[src/rtl/tlk2711_pkg.sv]
// Shared constants and types for the TLK2711 TX pattern generator (and the future RX checker).
//   Byte constants : K28_5, K27_7, K29_7, D5_6
//   Control words  : IDLE_WORD, SOF_WORD, EOF_WORD (upper byte D5.6, lower byte K-char)
//   Types          : mode_e (payload mode), state_e (frame FSM state)
//   Helper         : lfsr_step, one step of the x^16+x^15+x^13+x^4+1 Fibonacci LFSR
package tlk2711_pkg;

    localparam int unsigned WORD_W = 16;

    localparam logic [7:0] K28_5 = 8'hBC;
    localparam logic [7:0] K27_7 = 8'hFB;
    localparam logic [7:0] K29_7 = 8'hFD;
    localparam logic [7:0] D5_6  = 8'hC5;

    localparam logic [WORD_W-1:0] IDLE_WORD = {D5_6, K28_5};
    localparam logic [WORD_W-1:0] SOF_WORD  = {D5_6, K27_7};
    localparam logic [WORD_W-1:0] EOF_WORD  = {D5_6, K29_7};

    localparam logic [WORD_W-1:0] PRBS_SEED = 16'hACE1;

    typedef enum logic [2:0] {
        MODE_COUNTER = 3'd0,
        MODE_PRBS    = 3'd1,
        MODE_FIXED   = 3'd2,
        MODE_WALK    = 3'd3
    } mode_e;

    typedef enum logic [2:0] {
        ST_IDLE    = 3'd0,
        ST_SOF     = 3'd1,
        ST_PAYLOAD = 3'd2,
        ST_EOF     = 3'd3,
        ST_GAP     = 3'd4
    } state_e;

    // Shift left, feedback from taps 16,15,13,4 (bits 15,14,12,3)
    function automatic logic [WORD_W-1:0] lfsr_step(input logic [WORD_W-1:0] s);
        return {s[WORD_W-2:0], s[15] ^ s[14] ^ s[12] ^ s[3]};
    endfunction

endpackage

[src/rtl/tlk2711_lane_payload.sv]
// Per-lane payload word source: mode mux, PRBS LFSR and lane counter offset.
//   clk, rstn    : link clock, async active-low reset
//   mode_i       : payload mode latched at SOF (4-7 behave as counter)
//   w_i          : payload word index within the frame
//   seed_load_i  : reseed the LFSR with PRBS_SEED ^ LANE
//   advance_i    : step the LFSR by one word
//   word_c       : combinational payload word for index w_i
module tlk2711_lane_payload
    import tlk2711_pkg::*;
#(
    parameter int unsigned LANE          = 0,
    parameter logic [15:0] FIXED_PATTERN = 16'hA55A
) (
    input  logic              clk,
    input  logic              rstn,
    input  logic [2:0]        mode_i,
    input  logic [WORD_W-1:0] w_i,
    input  logic              seed_load_i,
    input  logic              advance_i,
    output logic [WORD_W-1:0] word_c
);

    localparam logic [WORD_W-1:0] LANE_SEED = PRBS_SEED ^ WORD_W'(LANE);

    logic [WORD_W-1:0] lfsr_q;
    logic [WORD_W-1:0] lane_idx_c;

    // LFSR: the word shown is the current state; it advances after each payload word
    always_ff @(posedge clk or negedge rstn) begin
        if (!rstn) begin
            lfsr_q <= LANE_SEED;
        end else if (seed_load_i) begin
            lfsr_q <= LANE_SEED;
        end else if (advance_i) begin
            lfsr_q <= lfsr_step(lfsr_q);
        end
    end

    // Mode mux
    always_comb begin
        lane_idx_c = w_i + WORD_W'(LANE);
        word_c     = lane_idx_c;
        case (mode_i)
            MODE_PRBS:  word_c = lfsr_q;
            MODE_FIXED: word_c = FIXED_PATTERN;
            MODE_WALK:  word_c = WORD_W'(1) << lane_idx_c[3:0];
            default:    word_c = lane_idx_c;
        endcase
    end

endmodule

[src/rtl/tlk2711_tx_pattern_gen.sv]
// Multi-lane TLK2711 TX test-pattern generator: IDLE / SOF / payload / EOF / gap framing.
//   clk, rstn    : link TX clock, async active-low reset
//   i_start      : level, rising edge starts generation (ignored while busy)
//   i_stop       : level, rising edge requests stop after the current frame
//   i_mode       : payload mode, sampled at each SOF
//   o_txd        : lane l on [16l+15:16l]
//   o_tkmsb      : upper-byte K flag per lane (always 0)
//   o_tklsb      : lower-byte K flag per lane (1 on control words)
//   o_busy       : high from start until stop completes
//   o_stop_ack   : one-cycle pulse when stop completes
//   o_frame_cnt  : EOFs sent since the last start (wraps)
module tlk2711_tx_pattern_gen
    import tlk2711_pkg::*;
#(
    parameter int unsigned NUM_LANES     = 1,
    parameter int unsigned FRAME_LEN     = 256,
    parameter int unsigned GAP_LEN       = 4,
    parameter logic [15:0] FIXED_PATTERN = 16'hA55A
) (
    input  logic                        clk,
    input  logic                        rstn,
    input  logic                        i_start,
    input  logic                        i_stop,
    input  logic [2:0]                  i_mode,
    output logic [WORD_W*NUM_LANES-1:0] o_txd,
    output logic [NUM_LANES-1:0]        o_tkmsb,
    output logic [NUM_LANES-1:0]        o_tklsb,
    output logic                        o_busy,
    output logic                        o_stop_ack,
    output logic [31:0]                 o_frame_cnt
);

    localparam int unsigned CNT_W = WORD_W;
    localparam int unsigned TXD_W = WORD_W * NUM_LANES;
    localparam logic [CNT_W-1:0] LAST_WORD = CNT_W'(FRAME_LEN - 1);
    localparam logic [CNT_W-1:0] LAST_GAP  = CNT_W'(GAP_LEN - 1);

    state_e             state_q, state_d;
    logic [CNT_W-1:0]   cnt_q, cnt_d;
    logic [2:0]         mode_q, mode_d;
    logic               busy_q, busy_d;
    logic               ack_q, ack_d;
    logic               pend_q, pend_d;
    logic [31:0]        fcnt_q, fcnt_d;
    logic               start_q, stop_q;
    logic [TXD_W-1:0]   txd_q, txd_d;
    logic [NUM_LANES-1:0] tklsb_q, tklsb_d;

    logic               start_edge_c, stop_edge_c;
    logic               seed_load_c, advance_c;
    logic [TXD_W-1:0]   payload_c;

    assign start_edge_c = i_start & ~start_q;
    assign stop_edge_c  = i_stop & ~stop_q;

    // One payload source per lane
    for (genvar gl = 0; gl < NUM_LANES; gl++) begin : g_lane
        tlk2711_lane_payload #(
            .LANE          (gl),
            .FIXED_PATTERN (FIXED_PATTERN)
        ) u_payload (
            .clk         (clk),
            .rstn        (rstn),
            .mode_i      (mode_q),
            .w_i         (cnt_q),
            .seed_load_i (seed_load_c),
            .advance_i   (advance_c),
            .word_c      (payload_c[WORD_W*gl +: WORD_W])
        );
    end

    // State, counters, edge detectors and output register stage
    always_ff @(posedge clk or negedge rstn) begin
        if (!rstn) begin
            state_q <= ST_IDLE;
            cnt_q   <= '0;
            mode_q  <= MODE_COUNTER;
            busy_q  <= 1'b0;
            ack_q   <= 1'b0;
            pend_q  <= 1'b0;
            fcnt_q  <= '0;
            start_q <= 1'b0;
            stop_q  <= 1'b0;
            txd_q   <= {NUM_LANES{IDLE_WORD}};
            tklsb_q <= '1;
        end else begin
            state_q <= state_d;
            cnt_q   <= cnt_d;
            mode_q  <= mode_d;
            busy_q  <= busy_d;
            ack_q   <= ack_d;
            pend_q  <= pend_d;
            fcnt_q  <= fcnt_d;
            start_q <= i_start;
            stop_q  <= i_stop;
            txd_q   <= txd_d;
            tklsb_q <= tklsb_d;
        end
    end

    // Next state and next output word; pins show the current state one cycle later
    always_comb begin
        state_d     = state_q;
        cnt_d       = cnt_q;
        mode_d      = mode_q;
        busy_d      = busy_q;
        ack_d       = 1'b0;
        pend_d      = pend_q | stop_edge_c;
        fcnt_d      = fcnt_q;
        seed_load_c = 1'b0;
        advance_c   = 1'b0;
        txd_d       = {NUM_LANES{IDLE_WORD}};
        tklsb_d     = '1;

        case (state_q)
            ST_IDLE: begin
                // Stop has priority: covers both the post-frame entry and a stop edge while idle
                pend_d = 1'b0;
                if (pend_q || stop_edge_c) begin
                    ack_d  = 1'b1;
                    busy_d = 1'b0;
                end else if (start_edge_c) begin
                    busy_d  = 1'b1;
                    fcnt_d  = '0;
                    state_d = ST_SOF;
                end
            end
            ST_SOF: begin
                txd_d       = {NUM_LANES{SOF_WORD}};
                mode_d      = i_mode;
                cnt_d       = '0;
                seed_load_c = 1'b1;
                state_d     = ST_PAYLOAD;
            end
            ST_PAYLOAD: begin
                txd_d     = payload_c;
                tklsb_d   = '0;
                advance_c = 1'b1;
                cnt_d     = cnt_q + CNT_W'(1);
                if (cnt_q == LAST_WORD) begin
                    state_d = ST_EOF;
                end
            end
            ST_EOF: begin
                txd_d   = {NUM_LANES{EOF_WORD}};
                fcnt_d  = fcnt_q + 32'd1;
                cnt_d   = '0;
                state_d = pend_d ? ST_IDLE : ST_GAP;
            end
            ST_GAP: begin
                cnt_d = cnt_q + CNT_W'(1);
                if (cnt_q == LAST_GAP) begin
                    state_d = pend_d ? ST_IDLE : ST_SOF;
                end
            end
            default: begin
                state_d = ST_IDLE;
            end
        endcase
    end

    assign o_txd       = txd_q;
    assign o_tkmsb     = '0;
    assign o_tklsb     = tklsb_q;
    assign o_busy      = busy_q;
    assign o_stop_ack  = ack_q;
    assign o_frame_cnt = fcnt_q;

endmodule

[config.mk]
export PLATFORM = sky130hd
export DESIGN_NAME = tlk2711_tx_pattern_gen
export DESIGN_NICKNAME = d
export VERILOG_FILES = /design/src/rtl/tlk2711_pkg.sv /design/src/rtl/tlk2711_lane_payload.sv /design/src/rtl/tlk2711_tx_pattern_gen.sv
export SDC_FILE = /design/constraint.sdc
export NUM_CORES = 1
export LEC_CHECK = 0
export CORE_ASPECT_RATIO = 1.1
export CORE_MARGIN = 4
export CORE_UTILIZATION = 50
export DETAILED_ROUTE_END_ITERATION = 8
export GPL_TIMING_DRIVEN = 0
export PLACE_DENSITY = 0.73
export SYNTH_ARGS = -nofsm -noshare
export SYNTH_HDL_FRONTEND = slang
export SYNTH_SLANG_ARGS = --single-unit
[constraint.sdc]
create_clock -name clk -period 2.53 [get_ports clk]
set_input_delay 0.3795 -clock clk [delete_from_list [all_inputs] [get_ports clk]]
set_output_delay 0.3795 -clock clk [all_outputs]
set_load 0.01 [all_outputs]
==> flow_summary_export.csv <==
group,metric,value,unit
critical_path,cp-start-kind,"flop",
finish,area_growth,19.1,%
critical_path,worst_ep_arrival_time,2.61,ns
critical_path,worstPathRequired,2.82,ns
placed_design,place.gp.congestion,0.926,
die,die_y,112,um
die,initial_core_util,51.9,%
grt,grt_pass1_vias,4377,
worst_hold_path,hp-class,"primary input to flop",
timing,worstMarginPinSlew,0.833,ns
finish,finalInstanceArea,5900,um^2
yosys,synth-edff-count,0,
finish,antenna_cells,0,
placed_design,post-place-ws,0.0279,ns
finish,fin_nets,617,
yosys,synth.distinct_cells,59,
clock_tree,postCtsSetupBuffers,0,
yosys,synth.net_count,547,
finish,drive_gt1_share,7.24,%
clock_tree,cts_root_buffer,"clkbuf_8",
routing,drc,0,
critical_path,critPathMaxStageDelay,0.61,ns
critical_path,critical_path.top_delay_family,"simple AND/OR/NAND/NOR gates",
clock_tree,cts_tree,"yes",
timing,whs,0.475,ns
yosys,syn_inst,533,
placed_design,hpwlAfterDp,9.59,mm
routing,viasPerCell,6.24,
clock_tree,cts_num_sinks,92,
clock_tree,clk_pin_slew_worst_paths,0.09,ns
die,num_rows,37,
timing,post-route-period-util,91.7,%
critical_path,startpoint,"o_frame_cnt[2]",
die,die-area,11600,um^2
timing,rsz0062_at_grt,"no",
critical_path,r2r_start,"o_frame_cnt[2]",
timing,fin_crit,2.32,ns
timing,skew,0.00618,ns
timing,fmax,0.431,GHz
critical_path,cp_max_fo,9,
worst_hold_path,min_from,"i_stop",
yosys,syn_avg_cell_area,9.29,um^2
routing,dr.first_iter.drc_count,411,
routing,first_pass_iters,5,
placed_design,place_area,5700,um^2
grt,grt_max_degree,62,
yosys,synth_flop_cell,"dfrtp_1",
die,core,9540,um^2
timing,tns,0,ns
routing,drtAntennaViolNets,0,
placed_design,port_buffers,57,
routing,routedWlPerCell,18.4,um
timing,fin_ws,0.211,ns
critical_path,slowest_stage,"or4_1",
finish,final_cell_mix,"dfrtp_1 (74), nand2_1 (70), clkdlybuf4s50_1 (56), clkbuf_1 (36), a21oi_1 (30)",
timing,max_slew_margin,44.4,%
clock_tree,insertion_delay,0.37,ns
power_and_ir_drop,power.total,2.75,mW
routing,wl,13.3,mm
die,num_io_pins,59,
yosys,yosys_register_bits,92,
clock_tree,cts-htree-levels,3,
critical_path,worstSetupEndpointType,"flop",
clock_tree,cts_buffer_depth,2,
die,dieWidth,103,um
timing,slew_viol_final,0,
yosys,yosys_warnings,0,
power_and_ir_drop,ir_worst_vdd,0.305,mV
run_status,status,"finished, final reports clean",
clock_tree,numCtsBuffers,9,
power_and_ir_drop,power_leakage,2.28,nW
grt,track_usage,23.7,%
timing,setup_viol,0,
finish,final_common_cell,"dfrtp_1",
power_and_ir_drop,power_density,466,nW/um^2
yosys,ys_seq_area_share,46.9,%
critical_path,critPathBufInv,1,
grt,grt_remaining_overflow,0,
yosys,asyncSetResetFlopFracSynth,100,%
grt,grt_pass1_wl,22.0,mm
critical_path,crit_chain,"and4_1 -> clkbuf_1 -> o2111ai_1 -> or4_1 -> a21oi_1",
yosys,netlist_area,4950,um^2
timing,finalHoldViolCount,0,
flow_run,drv_cap,0,
routing,num_vias,4526,
grt,antenna_found_initial,0,
critical_path,path_class,"flop to flop",
-- through the flow --
stage | util [%] | std cells
3_5_place_dp | 59.7 | 708
3_3_place_gp | 59.5 | 707
6_report | 61.9 | 725
5_1_grt | 61.9 | 725
4_1_cts | 61.8 | 725
2_1_floorplan | - | 533
-- cells in the mapped netlist (all sizes together) (2+ instances only) --
master / count / area share [%]
ha: 7 / 1.8
o21ai: 14 / 1.4
and3: 10 / 1.3
buf: 6 / 0.56
nand3b: 2 / 0.30
and2: 3 / 0.38
nor4: 13 / 1.6
nand2b: 20 / 2.5
inv: 14 / 1.1
or3: 6 / 0.86
nand4: 19 / 2.4
o22ai: 8 / 1.0
and4b: 2 / 0.40
o211ai: 14 / 2.1
dfrtp: 74 / 37
xor2: 6 / 1.1
clkbuf: 35 / 2.7
o31ai: 18 / 2.7
dfstp: 18 / 9.5
mux2i: 20 / 4.0
nand3: 19 / 1.9
nor2: 25 / 1.9
xnor2: 5 / 0.88
and4: 3 / 0.53
nor3: 8 / 0.81
or4: 14 / 2.1
nand2: 70 / 5.3
a22o: 6 / 1.1
o221ai: 5 / 0.88
nor2b: 6 / 0.76
o221a: 2 / 0.45
a21oi: 30 / 3.0
a311oi: 3 / 0.53
a31oi: 2 / 0.25
a211oi: 2 / 0.30
a2bb2oi: 2 / 0.35
nor3b: 3 / 0.45
-- state kept, by name (all words and copies together), names as in the netlist --
name	cells
o_tklsb	1
start_q	1
o_txd	16
stop_q	1
state_q	3
cnt_q	16
o_stop_ack	1
g_lane.u_payload.lfsr_q	16
o_frame_cnt	32
o_busy	1
pend_q	1
mode_q	3
-- where the power goes --
group / leakage [nW] / total [mW] / switching (mW) / internal (mW)
clock network: 0.0944 / 0.947 / 0.530 / 0.417
logic: 1.11 / 0.257 / 0.140 / 0.117
registers: 1.07 / 1.55 / 0.0315 / 1.52
total: 2.28 / 2.75 / 0.702 / 2.05
-- worst register-to-register path: stages (launching register included) --
cell and delay [ns]:
dfrtp_1 0.45, and4_1 0.22, clkbuf_1 0.31, o2111ai_1 0.48
or4_1 0.61, a21oi_1 0.18
-- area by class of cell --
cell class | count | area (um^2)
repair buffers | 59 | 606
plain buffers | 41 | 159
clock inverters | 5 | 35.0
fillers | 806 | 3630
clock buffers | 11 | 153
flip-flops and latches | 92 | 2320
multi-input cells | 386 | 2430
well taps | 117 | 146
inverters | 14 | 52.6
-- timing repair --
action | CTS | global route
endpoints found under the hold margin | 28 | 0
gates resized for setup | 0 | 2
setup endpoints to repair | 0 | 2
hold buffers | 1 | 0
-- kinds of logic (layout without fill, tap and decap cells) --
logic type | count (synthesis) | after routing | synth area share [%]
XOR/XNOR | 11 | 11 | 1.94
flip-flops | 92 | 92 | 46.9
buffers and inverters | 55 | 130 | 4.27
adder cells (fa/ha/maj) | 7 | 7 | 1.77
AND/OR/NAND/NOR | 230 | 230 | 24.8
multiplexers | 20 | 20 | 4.04
AO/OA/AOI/OAI | 117 | 117 | 16.1
other | 1 | 1 | 0.0757
-- layer usage --
| metal | GRT usage [%] | up-vias | wire, um |
|---|---|---|---|
| li1 | - | 2098 | - |
| met1 | 31.2 | 2197 | 5490 |
| met2 | 37.7 | 195 | 6600 |
| met3 | 3.17 | 36 | 796 |
| met4 | 12.1 | 0 | 439 |
| met5 | 0 | - | 0 |
-- final timing paths --
path,to,slack [ns],cells past startpoint
worst min-delay path,stop_q,0.48,1
worst max-delay path,o_frame_cnt[18],0.21,5
max in group asynchronous,g_lane[0].u_payload.lfsr_q[10],1.34,3
worst min register to register,o_busy,0.51,2
min in group asynchronous,o_frame_cnt[4],0.49,2
worst max register to register,o_frame_cnt[18],0.21,5
No activity file was read; power rests on OpenSTA's default activity.
